File: config.mk
export PLATFORM = sky130hd
export DESIGN_NAME = hms_counter
export DESIGN_NICKNAME = d
export VERILOG_FILES = /design/src/rtl/time_pkg.sv /design/src/rtl/tick_divider.sv /design/src/rtl/hms_counter.sv
export SDC_FILE = /design/constraint.sdc
export NUM_CORES = 1
export LEC_CHECK = 0
export BUFFER_PORTS_ARGS = -buffer_cell sky130_fd_sc_hd__buf_2
export CAP_MARGIN = 20
export CORE_MARGIN = 2
export CORE_UTILIZATION = 30
export CTS_BUF_LIST = sky130_fd_sc_hd__clkbuf_16
export DETAILED_ROUTE_END_ITERATION = 7
export SKIP_LAST_GASP = 1
export SYNTH_ARGS = -nofsm -noshare
export SYNTH_HDL_FRONTEND = slang
export SYNTH_SLANG_ARGS = --single-unit
File: constraint.sdc
create_clock -name clk -period 4.63 [get_ports clk]
set_input_delay 0 -clock clk [delete_from_list [all_inputs] [get_ports clk]]
set_output_delay 0 -clock clk [all_outputs]
set_load 0.02 [all_outputs]
File: src/rtl/time_pkg.sv
// Shared BCD time-of-day types, limits and digit helpers for the Temporal group.
package time_pkg;

    localparam logic [7:0] MAX_SEC    = 8'h59;
    localparam logic [7:0] MAX_MIN    = 8'h59;
    localparam logic [7:0] MAX_HOUR24 = 8'h23;
    localparam logic [7:0] NOON       = 8'h12;

    typedef struct packed {
        logic [7:0] hour;
        logic [7:0] min;
        logic [7:0] sec;
    } hms_t;

    // Returns {carry, next}; wraps to 00 with carry once the field reaches max.
    function automatic logic [8:0] bcd_inc(input logic [7:0] v, input logic [7:0] max);
        if (v == max) begin
            return {1'b1, 8'h00};
        end else if (v[3:0] == 4'd9) begin
            return {1'b0, v[7:4] + 4'd1, 4'd0};
        end else begin
            return {1'b0, v[7:4], v[3:0] + 4'd1};
        end
    endfunction

    function automatic logic bcd_ok(input logic [7:0] v, input logic [7:0] max);
        return (v[7:4] <= 4'd9) && (v[3:0] <= 4'd9) && (v <= max);
    endfunction

    function automatic logic [7:0] hour_to12(input logic [7:0] h);
        logic [3:0] u;
        u = h[3:0];
        if (h == 8'h00) begin
            return NOON;
        end else if (h <= NOON) begin
            return h;
        end else if (h[7:4] == 4'd1) begin
            return {4'd0, u - 4'd2};
        end else if (u < 4'd2) begin
            return {4'd0, u + 4'd8};
        end else begin
            return {4'd1, u - 4'd2};
        end
    endfunction

    function automatic logic [7:0] hour_to24(input logic [7:0] h, input logic pm);
        logic [3:0] u;
        u = h[3:0];
        if (h == NOON) begin
            return pm ? NOON : 8'h00;
        end else if (!pm) begin
            return h;
        end else if (h[7:4] == 4'd1) begin
            return {4'd2, u + 4'd2};
        end else if (u < 4'd8) begin
            return {4'd1, u + 4'd2};
        end else begin
            return {4'd2, u - 4'd8};
        end
    endfunction

endpackage

File: src/rtl/tick_divider.sv
// Free-running modulo-DIV counter; tick strobes combinationally on the wrapping cycle.
module tick_divider #(
    parameter int unsigned DIV   = 10,
    parameter int unsigned DIV_W = 4
) (
    input  logic clk,
    input  logic res,
    input  logic en,
    input  logic clr,
    output logic tick
);

    logic [DIV_W-1:0] div_cnt_q, div_cnt_d;

    always_comb begin
        tick      = en && (div_cnt_q == DIV_W'(DIV - 1));
        div_cnt_d = div_cnt_q;
        if (clr || tick) begin
            div_cnt_d = '0;
        end else if (en) begin
            div_cnt_d = div_cnt_q + DIV_W'(1);
        end
    end

    always_ff @(posedge clk) begin
        if (res) begin
            div_cnt_q <= '0;
        end else begin
            div_cnt_q <= div_cnt_d;
        end
    end

endmodule

File: src/rtl/hms_counter.sv
// BCD hours/minutes/seconds counter with 12h/24h display, checked load and day carry.
module hms_counter
    import time_pkg::*;
#(
    parameter int unsigned CLK_HZ  = 24000000,
    parameter int unsigned TICK_HZ = 1,
    parameter int unsigned DIV_W   = $clog2(CLK_HZ / TICK_HZ)
) (
    input  logic       clk,
    input  logic       res,
    input  logic       en,
    input  logic       mode12,
    input  logic       set_valid,
    input  logic [7:0] set_hour,
    input  logic       set_pm,
    input  logic [7:0] set_min,
    input  logic [7:0] set_sec,
    output logic       set_err,
    output logic       tick,
    output logic       day_carry,
    output logic [7:0] hour_bcd,
    output logic [7:0] min_bcd,
    output logic [7:0] sec_bcd,
    output logic       pm
);

    localparam int unsigned DIV = CLK_HZ / TICK_HZ;

    hms_t time_q, time_d, load_val, adv_val;
    logic tick_q, tick_d, carry_q, carry_d, err_q, err_d;
    logic strobe, load_ok, hour_ok;
    logic [8:0] sec_inc, min_inc, hour_inc;

    tick_divider #(
        .DIV   (DIV),
        .DIV_W (DIV_W)
    ) u_div (
        .clk  (clk),
        .res  (res),
        .en   (en),
        .clr  (set_valid && load_ok),
        .tick (strobe)
    );

    always_comb begin
        sec_inc  = bcd_inc(time_q.sec, MAX_SEC);
        min_inc  = bcd_inc(time_q.min, MAX_MIN);
        hour_inc = bcd_inc(time_q.hour, MAX_HOUR24);

        adv_val.sec  = sec_inc[7:0];
        adv_val.min  = sec_inc[8] ? min_inc[7:0] : time_q.min;
        adv_val.hour = (sec_inc[8] && min_inc[8]) ? hour_inc[7:0] : time_q.hour;

        // 12h hour 00 is not a legal clock face value.
        hour_ok = mode12 ? (bcd_ok(set_hour, NOON) && set_hour != 8'h00)
                         : bcd_ok(set_hour, MAX_HOUR24);
        load_ok = hour_ok && bcd_ok(set_min, MAX_MIN) && bcd_ok(set_sec, MAX_SEC);
        load_val.hour = mode12 ? hour_to24(set_hour, set_pm) : set_hour;
        load_val.min  = set_min;
        load_val.sec  = set_sec;

        time_d  = time_q;
        tick_d  = 1'b0;
        carry_d = 1'b0;
        err_d   = 1'b0;
        if (set_valid && load_ok) begin
            time_d = load_val;
        end else begin
            err_d = set_valid;
            if (strobe) begin
                time_d  = adv_val;
                tick_d  = 1'b1;
                carry_d = sec_inc[8] && min_inc[8] && hour_inc[8];
            end
        end
    end

    always_ff @(posedge clk) begin
        if (res) begin
            time_q  <= '0;
            tick_q  <= 1'b0;
            carry_q <= 1'b0;
            err_q   <= 1'b0;
        end else begin
            time_q  <= time_d;
            tick_q  <= tick_d;
            carry_q <= carry_d;
            err_q   <= err_d;
        end
    end

    assign tick      = tick_q;
    assign day_carry = carry_q;
    assign set_err   = err_q;
    assign min_bcd   = time_q.min;
    assign sec_bcd   = time_q.sec;
    assign hour_bcd  = mode12 ? hour_to12(time_q.hour) : time_q.hour;
    assign pm        = (time_q.hour >= NOON);

endmodule

==> flow_summary_export.csv <==
group,metric,value,unit
floorplanning,die-width,112,µm
final_layout,antenna_cells,0,
routing,ant_nets,0,
worst_setup_path,crit_path_start_kind,"input port",
worst_setup_path,cp.arrival,2.79,ns
routing,drt_pass1_iterations,5,
routing,num_vias,3191,
synth,syn-instance-count,436,
routing,routed_via_density,5.21,
sta,worst_slew_pin_slew,1.03,ns
final_layout,drive_above_1_share,19.0,%
sta,hold_viol_final,1,
floorplanning,ioPinCount,58,
grt,track_usage,13.7,%
synth,synth_area,3520,µm²
routing,drc,0,
synth,ys_warn_count,0,
final_layout,nets,515,
sta,rsz0062_at_grt,"false",
cts,post_cts_buffers,0,
grt,antenna_found_initial,0,
run,drv_cap,0,
status,status,"finished, violations left",
synth,synth_seq_cells,52,
sta,setup_viol,0,
power,vdd_drop_max,0.154,mV
grt,grt_pass1_vias,2931,
cts,tritoncts,"yes",
worst_setup_path,cp_slowest_cell,"or3b_1",
sta,period_share,56.8,%
sta,fmax,381,MHz
worst_setup_path,critPathKind,"in2reg",
routing,drt_iter0_markers,208,
place,hpwl,6560,µm
worst_hold_path,hold_path.class,"in2reg",
sta,slew_violations,0,
place,place_congestion,0.842,
sta,fin_tns_setup,0,ns
grt,grt_pass1_wl,14400,µm
floorplanning,num_rows,39,
cts,cts.repair.resized,0,
worst_setup_path,worst-path-buf-inv,2,
synth,synth.most_common_cell,"nor2_1",
synth,syn-num-nets,483,
synth,synthTopCellsByCount,"nor2_1 (60), dfxtp_1 (52), nand2_1 (40)",
floorplanning,start_util,30.8,%
synth,ys_seq_area_share,29.6,%
synth,synth_edf_count,0,
floorplanning,coreArea,11400,µm²
synth,synth_top_flop_cell,"dfxtp_1",
worst_setup_path,cpLargestDelayFamily,"simple AND/OR/NAND/NOR gates",
cts,numCtsBuffers,5,
sta,finClkSkew,0.00940,ns
synth,synth_top_area_share,29.6,%
grt,grt_overflow_total,0,
sta,slew_headroom,31.5,%
grt,grt_max_degree,32,
place,io_buffer_count,57,
cts,cts_max_level,2,
routing,wl_per_cell,14.3,µm
worst_setup_path,cp.required,4.80,ns
worst_setup_path,endpoint_kind,"flip-flop",
floorplanning,die_h,112,µm
sta,timing.hold.ws,-0.00159,ns
worst_setup_path,worstPathMaxFanout,31,
final_layout,syn2layout_area_growth,12.1,%
synth,async_reset_ff_share,0,%
power,powerDensity,228,nW/µm²
worst_setup_path,crit_chain,"dlygate4sd3_1 > buf_2 > o21ai_0 > nand4_1 > a21oi_1 > or3b_1 > nand2b_1 > nor2_1",
synth,yosysUniqueCellTypes,66,
synth,yosysTopAreaCell,"dfxtp_1",
routing,wirelength,8770,µm
power,leakage,1.58,nW
status,failed_checks,"hold timing",
synth,yosys-top-cells-area,"dfxtp_1 (30%), nor2_1 (6.4%), ha_1 (6.0%)",
cts,cts_root_buffer,"clkbuf_16",
cts,cts_sinks,52,
cts,clk_pin_slew,0.07,ns
floorplanning,die_area,12600,µm²
cts,insertion_delay,0.30,ns
worst_setup_path,slowest_delay,0.79,ns
sta,min_period,2.63,ns
synth,avgSynthCellArea,8.08,µm²
cts,cts_buffer_depth,2,
[final cells by class]
| cell class | instances | area [µm²] |
|---|---|---|
| Fill cell | 1201 | 7470 |
| Multi-Input combinational cell | 333 | 2180 |
| Sequential cell | 52 | 1040 |
| Timing Repair Buffer | 64 | 353 |
| Tap cell | 143 | 179 |
| Clock buffer | 5 | 125 |
| Inverter | 12 | 45.0 |
| Clock inverter | 3 | 27.5 |
[layer usage]
metal	vias to the layer above	global-route usage (%)	wire length, µm
li1	1612	-	-
met4	0	3.66	112
met1	1500	18.3	4100
met2	73	22.8	4080
met3	6	2.75	485
met5	-	0	0
[power by group]
| group | internal, mW | total (mW) | switching [mW] |
|---|---|---|---|
| sequential | 0.449 | 0.452 | 0.00226 |
| combinational | 0.0268 | 0.0639 | 0.0371 |
| clock | 0.205 | 0.385 | 0.179 |
| total | 0.682 | 0.901 | 0.219 |
[stage by stage]
stage | utilization (%) | area, µm² | total power, mW | setup slack, ns | std cells
4_1_cts | 34.6 | 3950 | 0.908 | 1.94 | 612
6_report | 34.6 | 3950 | 0.901 | 2.00 | 612
3_3_place_gp | 32.7 | 3730 | 0.520 | 2.17 | 598
5_1_grt | 34.6 | 3950 | 0.934 | 1.80 | 612
3_5_place_dp | 32.7 | 3730 | 0.522 | 2.08 | 598
2_1_floorplan | - | 3520 | 0.496 | 2.58 | 436
[registers in the layout (all words and copies together) (netlist names)]
signal and flops:
day_carry 1, min_bcd 8, sec_bcd 8, set_err 1, tick 1, time_q 8
u_div.div_cnt_q 25
[worst reg2reg max path: cells and delay by family (launching register included)]
kind | cells | cell delay, ns
adders and majority gates | 1 | 0.18
and+or+nand+nor | 5 | 1.84
DFF | 1 | 0.37
[what timing repair did]
action                     in CTS  in global routing
setup endpoints to repair       0                  0
hold endpoints to repair        6                  0
hold buffers                    6                  0
[cells by family after synthesis]
group                    synth area share (%)
multiplexers                             2.31
adder cells (fa/ha/maj)                  6.33
AO/OA/AOI/OAI                            15.1
flip-flops                               29.6
buffers and inverters                    8.64
XOR/XNOR                                 5.97
AND/OR/NAND/NOR                          32.1
[cells in the final DEF (no fill, tap or decap), types with 3 or more instances in the layout]
master,n
and4_1,3
nor2b_1,4
o221ai_1,3
inv_1,12
dlygate4sd3_1,6
nor4_2,3
o21ai_0,14
nor2_1,60
xnor2_1,5
a21oi_1,20
buf_2,57
nand3_1,16
xor2_1,19
and3b_1,3
ha_1,17
mux2i_1,7
clkbuf_16,5
nor4b_1,3
nor3_1,9
a211oi_1,16
a311oi_1,3
or3_1,5
nand4_1,12
nand2_1,40
dfxtp_1,52
nand3b_1,4
a21o_1,3
and3_1,11
and2_2,3
[path summary, 6_finish.rpt]
check,start,endpoint,slack (ns),depth (start not counted)
setup / recovery,set_sec[2],tick$_SDFF_PP0_,2.00,8
setup reg to reg,u_div.div_cnt_q[0]$_SDFFE_PP0P_,u_div.div_cnt_q[1]$_SDFFE_PP0P_,2.10,6
hold reg to reg,sec_bcd[7]$_SDFFE_PP0P_,sec_bcd[7]$_SDFFE_PP0P_,0.51,2
hold / removal,set_min[2],min_bcd[2]$_SDFFE_PP0P_,-0.002,3
Note: power is estimated with default switching activity, not from simulation.
